$ cat src/rtl/rsa_stream_ctrl.sv
// Byte-stream sequencer for one Rsa256Core: loads N/D once, then streams
// cipher blocks in over rx and plaintext blocks out over tx.
module rsa_stream_ctrl #(
   parameter int KEY_BYTES = 32,
   parameter int OUT_BYTES = 31,
   parameter int TO_W      = 21
) (
   input  logic         i_clk,
   input  logic         i_rst_n,
   input  logic [7:0]   i_rx_data,
   input  logic         i_rx_valid,
   output logic         o_rx_ready,
   output logic [7:0]   o_tx_data,
   output logic         o_tx_valid,
   input  logic         i_tx_ready,
   input  logic         i_key_reload,
   output logic         o_core_start,
   output logic [255:0] o_core_a,
   output logic [255:0] o_core_d,
   output logic [255:0] o_core_n,
   input  logic [269:0] i_core_result,
   input  logic         i_core_finished,
   output logic         o_busy,
   output logic         o_timeout
);

   localparam int OW = 8 * OUT_BYTES;
   localparam int CW = $clog2((KEY_BYTES > OUT_BYTES ? KEY_BYTES : OUT_BYTES) + 1);
   localparam logic [TO_W-1:0] WD_LAST = {{(TO_W-1){1'b1}}, 1'b0};

   localparam logic [2:0] S_GET_N = 3'd0;
   localparam logic [2:0] S_GET_D = 3'd1;
   localparam logic [2:0] S_GET_A = 3'd2;
   localparam logic [2:0] S_START = 3'd3;
   localparam logic [2:0] S_WAIT  = 3'd4;
   localparam logic [2:0] S_SEND  = 3'd5;

   logic [2:0]      state_q, state_d;
   logic [CW-1:0]   cnt_q, cnt_d;
   logic [255:0]    n_q, n_d, d_q, d_d, a_q, a_d;
   logic [OW-1:0]   tx_q, tx_d;
   logic [TO_W-1:0] wdog_q, wdog_d;
   logic            to_q, to_d;
   logic            rl_q, rl_d;
   logic            rx_fire, key_last, rl_req;
   logic            unused_res;

   assign rx_fire    = i_rx_valid && o_rx_ready;
   assign key_last   = (cnt_q == CW'(KEY_BYTES - 1));
   assign rl_req     = rl_q || i_key_reload;
   assign unused_res = ^i_core_result[269:OW];

   always_comb begin
      state_d = state_q;
      cnt_d   = cnt_q;
      n_d     = n_q;
      d_d     = d_q;
      a_d     = a_q;
      tx_d    = tx_q;
      wdog_d  = wdog_q;
      to_d    = to_q;
      rl_d    = rl_req;
      case (state_q)
         S_GET_N, S_GET_D: begin
            if (rx_fire) begin
               if (state_q == S_GET_N) n_d = {n_q[247:0], i_rx_data};
               else                    d_d = {d_q[247:0], i_rx_data};
               cnt_d = cnt_q + 1'b1;
               if (key_last) begin
                  cnt_d   = '0;
                  state_d = (state_q == S_GET_N) ? S_GET_D : S_GET_A;
               end
            end
         end
         S_GET_A: begin
            // A pending reload wins over a partial cipher block, which is dropped.
            if (rl_req) begin
               state_d = S_GET_N;
            end else if (rx_fire) begin
               a_d   = {a_q[247:0], i_rx_data};
               cnt_d = cnt_q + 1'b1;
               if (key_last) begin
                  cnt_d   = '0;
                  state_d = S_START;
               end
            end
         end
         S_START: begin
            wdog_d  = '0;
            state_d = S_WAIT;
         end
         S_WAIT: begin
            if (i_core_finished) begin
               tx_d    = i_core_result[OW-1:0];
               state_d = S_SEND;
            end else if (wdog_q == WD_LAST) begin
               to_d    = 1'b1;
               state_d = S_GET_A;
            end else begin
               wdog_d = wdog_q + 1'b1;
            end
         end
         S_SEND: begin
            if (i_tx_ready) begin
               tx_d  = {tx_q[OW-9:0], 8'h00};
               cnt_d = cnt_q + 1'b1;
               if (cnt_q == CW'(OUT_BYTES - 1)) begin
                  cnt_d   = '0;
                  state_d = rl_req ? S_GET_N : S_GET_A;
               end
            end
         end
         default: state_d = S_GET_N;
      endcase
      // Every path into S_GET_N starts a fresh key load.
      if (state_d == S_GET_N && state_q != S_GET_N) begin
         rl_d  = 1'b0;
         cnt_d = '0;
         to_d  = 1'b0;
      end
   end

   always_ff @(posedge i_clk or negedge i_rst_n) begin
      if (!i_rst_n) begin
         state_q <= S_GET_N;
         cnt_q   <= '0;
         n_q     <= '0;
         d_q     <= '0;
         a_q     <= '0;
         tx_q    <= '0;
         wdog_q  <= '0;
         to_q    <= 1'b0;
         rl_q    <= 1'b0;
      end else begin
         state_q <= state_d;
         cnt_q   <= cnt_d;
         n_q     <= n_d;
         d_q     <= d_d;
         a_q     <= a_d;
         tx_q    <= tx_d;
         wdog_q  <= wdog_d;
         to_q    <= to_d;
         rl_q    <= rl_d;
      end
   end

   assign o_rx_ready   = (state_q == S_GET_N) || (state_q == S_GET_D) || (state_q == S_GET_A);
   assign o_core_start = (state_q == S_START);
   assign o_busy       = (state_q == S_START) || (state_q == S_WAIT);
   assign o_tx_valid   = (state_q == S_SEND);
   assign o_tx_data    = tx_q[OW-1 -: 8];
   assign o_timeout    = to_q;
   assign o_core_a     = a_q;
   assign o_core_d     = d_q;
   assign o_core_n     = n_q;

endmodule
$ cat config.mk
export PLATFORM = sky130hd
export DESIGN_NAME = rsa_stream_ctrl
export DESIGN_NICKNAME = d
export VERILOG_FILES = /design/src/rtl/rsa_stream_ctrl.sv
export SDC_FILE = /design/constraint.sdc
export NUM_CORES = 1
export LEC_CHECK = 0
export CAP_MARGIN = 20
export CORE_AREA = 2 2 411 413
export DETAILED_ROUTE_END_ITERATION = 8
export DIE_AREA = 0 0 413 415
export PLACE_DENSITY = 0.45
export SETUP_SLACK_MARGIN = 0.2
export SLEW_MARGIN = 25
export SYNTH_ARGS = -nofsm -noshare
export SYNTH_HDL_FRONTEND = slang
export SYNTH_SLANG_ARGS = --single-unit
$ cat constraint.sdc
create_clock -name i_clk -period 3.5 [get_ports i_clk]
set_input_delay 0.525 -clock i_clk [delete_from_list [all_inputs] [get_ports i_clk]]
set_output_delay 0.525 -clock i_clk [all_outputs]
set_load 0.005 [all_outputs]
==> impl_metrics.env, run 1 <==
export IMPL_final_util=0.356
export IMPL_root_buffer="clkbuf_16"
export IMPL_max_slew_margin=0.390
export IMPL_io_buffers=1042
export IMPL_synthesis_nets=3213
export IMPL_synth_edf_count=0
export IMPL_synth_compound_area_share=0.0360
export IMPL_synth_top_family_by_area="multiplexers"
export IMPL_wl_um=147000
export IMPL_register_area_sq_um=26200
export IMPL_fmax_mhz=322
export IMPL_cap_violations=0
export IMPL_finalSetupTns_ns=0
export IMPL_p_per_area_nw_per_um2=681
export IMPL_postSynth_asyncResetShare=1.00
export IMPL_rows=150
export IMPL_drv_slew=0
export IMPL_pre_cts_ws_ns=0.385
export IMPL_drtAntennaViolNets=0
export IMPL_drive_above_1_share=0.261
export IMPL_hold_slack_ns=0.330
export IMPL_place_gp_congestion=0.797
export IMPL_drc_errors=0
export IMPL_p_clk_frac=0.335
export IMPL_crit_reg2reg_launch="state_q[2]$_DFF_PN0_"
export IMPL_internal_power_mw=27.9
export IMPL_drt_first_iter_violations=1282
export IMPL_r2r_setup_slack_ns=0.91
export IMPL_track_usage=0.168
export IMPL_yosysUniqueCellTypes=51
export IMPL_switching_share=0.308
export IMPL_dieArea_sq_um=171000
export IMPL_cp_start_kind="register"
export IMPL_mostFrequentLayoutCells="dfrtp_1 (1,047), clkdlybuf4s50_1 (1,040), mux2_2 (769)"
export IMPL_die_h_um=415
export IMPL_nFillCells=16416
export IMPL_ys_seq_elements=1048
export IMPL_total_power_mw=40.4
export IMPL_ys_flop_type="dfrtp_1"
export IMPL_status="finished clean"
export IMPL_avgSynthCellArea_sq_um=14.2
export IMPL_synth_fa_ha_area_frac=0.00121
export IMPL_period_minus_slack_ns=3.10
export IMPL_finalSetupViolCount=0
export IMPL_grt_pass1_vias=28251
export IMPL_synthSimpleGateAreaFrac=0.0382
export IMPL_htreeDepth=4
export IMPL_p_seq_frac=0.409
export IMPL_clk_pin_slew_ns=0.06
export IMPL_rsz0062_at_grt="no"
export IMPL_clk_latency_ns=0.78
export IMPL_synthCells=2925
export IMPL_worst_setup_path_type="reg2out"
export IMPL_wl_per_cell_um=23.3
export IMPL_cp_arrival_ns=2.58
export IMPL_reg2reg_to="o_core_a[175]$_DFFE_PN0P_"
export IMPL_finalNetCount=4295
export IMPL_hold_end="tx_q[7]$_DFFE_PN0P_"
export IMPL_ys_warn_count=0
export IMPL_pwr_share_comb=0.256
export IMPL_p_leak_nw=27.9
export IMPL_ir_worst_vdd_uv=487
export IMPL_cp_required_ns=2.97
export IMPL_syn_area_sq_um=41500
export IMPL_path_max_fanout=17
export IMPL_grt_max_degree=110
export IMPL_synthMuxAreaShare=0.268
export IMPL_worst_pin_slew_ns=0.915
export IMPL_synth_xor_area_frac=0.00359
export IMPL_grt_overflow_total=0
export IMPL_start_util=0.249
export IMPL_cts_tree="built"
export IMPL_hp_start="i_core_result[7]"
export IMPL_grt_pass1_wl_um=210000
export IMPL_skew_ns=0.0310
export IMPL_hold_path_depth=3
export IMPL_multi_input_area_sq_um=14400
export IMPL_place_hpwl_um=109000
export IMPL_fin_ws_ns=0.399
export IMPL_hold_class="in2reg"
export IMPL_antenna_found_initial=9
export IMPL_yosysSeqAreaShare=0.632
export IMPL_p_sw_mw=12.4
export IMPL_mostFrequentLayoutCell="dfrtp_1"
export IMPL_die_w_um=413
export IMPL_cts_buffers=132
export IMPL_design_core_area_sq_um=167000
export IMPL_dr_pass1_iters=6
export IMPL_vias=27018
export IMPL_endpoint_kind="output pin"
export IMPL_fin_crit_sh=0.886
export IMPL_pin_count=1065
export IMPL_reg2regPathDepth=5
export IMPL_via_per_inst=4.28
export IMPL_clockBufferDepth=3
export IMPL_hold_viol_final=0
export IMPL_clock_sinks=1048
export IMPL_synthToLayoutAreaGrowth_pct=42.9
-- critical path, cell delays in order, from the launching register on --
cell	delay, ns
dfrtp_1	0.57
or2_2	0.49
o21ai_0	0.11
clkdlybuf4s50_1	0.63
-- routing by layer --
| metal | GRT usage | routed length, um |
|---|---|---|
| met1 | 0.204 | 59900 |
| met2 | 0.280 | 71700 |
| met3 | 0.0606 | 11900 |
| met4 | 0.0476 | 3200 |
| met5 | 0 | 34 |
-- kinds of logic after synthesis --
| family | after synthesis |
|---|---|
| adder cells (fa/ha/maj) | 4 |
| multiplexers | 1013 |
| AO/OA/AOI/OAI | 285 |
| flip-flops | 1048 |
| AND/OR/NAND/NOR | 369 |
| buffers and inverters | 189 |
| XOR/XNOR | 17 |
-- area by class of cell --
cell class                      instances  area share
Antenna cell                            3    0.000127
Clock buffer                          199      0.0657
Clock inverter                         29     0.00663
Inverter                                6    0.000380
Multi-Input combinational cell       1688       0.243
Sequential cell                      1048       0.443
Tap cell                             2204      0.0465
Timing Repair Buffer                 1131       0.195
-- worst max-delay path by stage --
stage	from	to	slack, ns
2_1_floorplan	state_q[2]$_DFF_PN0_	o_core_start	1.49
3_3_place_gp	i_rx_valid	o_core_n[137]$_DFFE_PN0P_	0.40
3_5_place_dp	i_rx_valid	o_core_n[214]$_DFFE_PN0P_	0.38
4_1_cts	state_q[2]$_DFF_PN0_	o_core_start	0.21
5_1_grt	state_q[0]$_DFF_PN0_	o_busy	0.26
6_report	state_q[2]$_DFF_PN0_	o_busy	0.40
-- flip-flops by register name, indices dropped and copies added, names as in the netlist --
| signal | flops |
|---|---|
| state_q | 3 |
| o_core_a | 256 |
| cnt_q | 6 |
| o_core_d | 256 |
| wdog_q | 21 |
| rl_q | 1 |
| tx_q | 248 |
| o_timeout | 1 |
| o_core_n | 256 |
-- power by group through the flow --
stage	sequential [mW]	combinational (mW)	clock, mW
after global routing	16.9	11.4	14.5
after detailed placement	16.8	10.5	0
after floorplan	16.1	5.75	0
after CTS	16.6	10.6	14.1
final	16.5	10.3	13.5
after global placement	16.7	10.5	0
-- stage by stage --
stage | cells | instance area [sq um]
after floorplan | 2925 | 41500
after global placement | 6076 | 54900
after detailed placement | 6076 | 54900
after CTS | 6305 | 59200
after global routing | 6305 | 59300
final | 6308 | 59300
-- what timing repair did --
| item | in CTS | in global routing |
|---|---|---|
| gates resized for setup | 1 | 1 |
| hold buffers | 1 | 0 |
| setup endpoints to repair | 1 | 1 |
| buffers inserted | 0 | 0 |
| endpoints found under the hold margin | 40 | 0 |
-- synth_stat cells (3+ instances only) --
cell type,n,area share
xor2_1,3,0.00063
nor3_1,7,0.00084
buf_2,96,0.012
nand3_1,14,0.0017
inv_1,5,0.00045
xnor2_1,14,0.0030
buf_1,4,0.00036
buf_4,8,0.0014
nand4_1,11,0.0017
nand2_1,278,0.025
a21oi_1,13,0.0016
and3_1,3,0.00045
or3_1,4,0.00060
nor2b_1,3,0.00045
mux2_2,769,0.21
dfrtp_1,1048,0.63
nand2b_1,3,0.00045
o2111ai_1,3,0.00063
ha_1,4,0.0012
o21ai_0,253,0.031
mux2i_1,244,0.059
a211oi_1,3,0.00054
nor2_1,26,0.0024
or2_2,3,0.00045
clkbuf_1,75,0.0068
No activity file was read; power rests on OpenSTA's default activity.
==> inputs of run 2 (changes only) <==
--- a/config.mk
+++ b/config.mk
@@ -9,6 +9,7 @@
 export CORE_AREA = 2 2 411 413
 export DETAILED_ROUTE_END_ITERATION = 8
 export DIE_AREA = 0 0 413 415
+export GPL_ROUTABILITY_DRIVEN = 0
 export PLACE_DENSITY = 0.45
 export SETUP_SLACK_MARGIN = 0.2
 export SLEW_MARGIN = 25
==> results of run 2 <==
Same layout as run 1: the final DEF is identical, and so are final timing and power.
==> inputs of run 3 (changes only) <==
--- a/config.mk
+++ b/config.mk
@@ -5,8 +5,9 @@
 export SDC_FILE = /design/constraint.sdc
 export NUM_CORES = 1
 export LEC_CHECK = 0
-export CAP_MARGIN = 20
+export CAP_MARGIN = 25
 export CORE_AREA = 2 2 411 413
+export CTS_CLUSTER_DIAMETER = 200
 export DETAILED_ROUTE_END_ITERATION = 8
 export DIE_AREA = 0 0 413 415
 export GPL_ROUTABILITY_DRIVEN = 0
==> results of run 3 <==
Same layout as run 1: the final DEF is identical, and so are final timing and power.
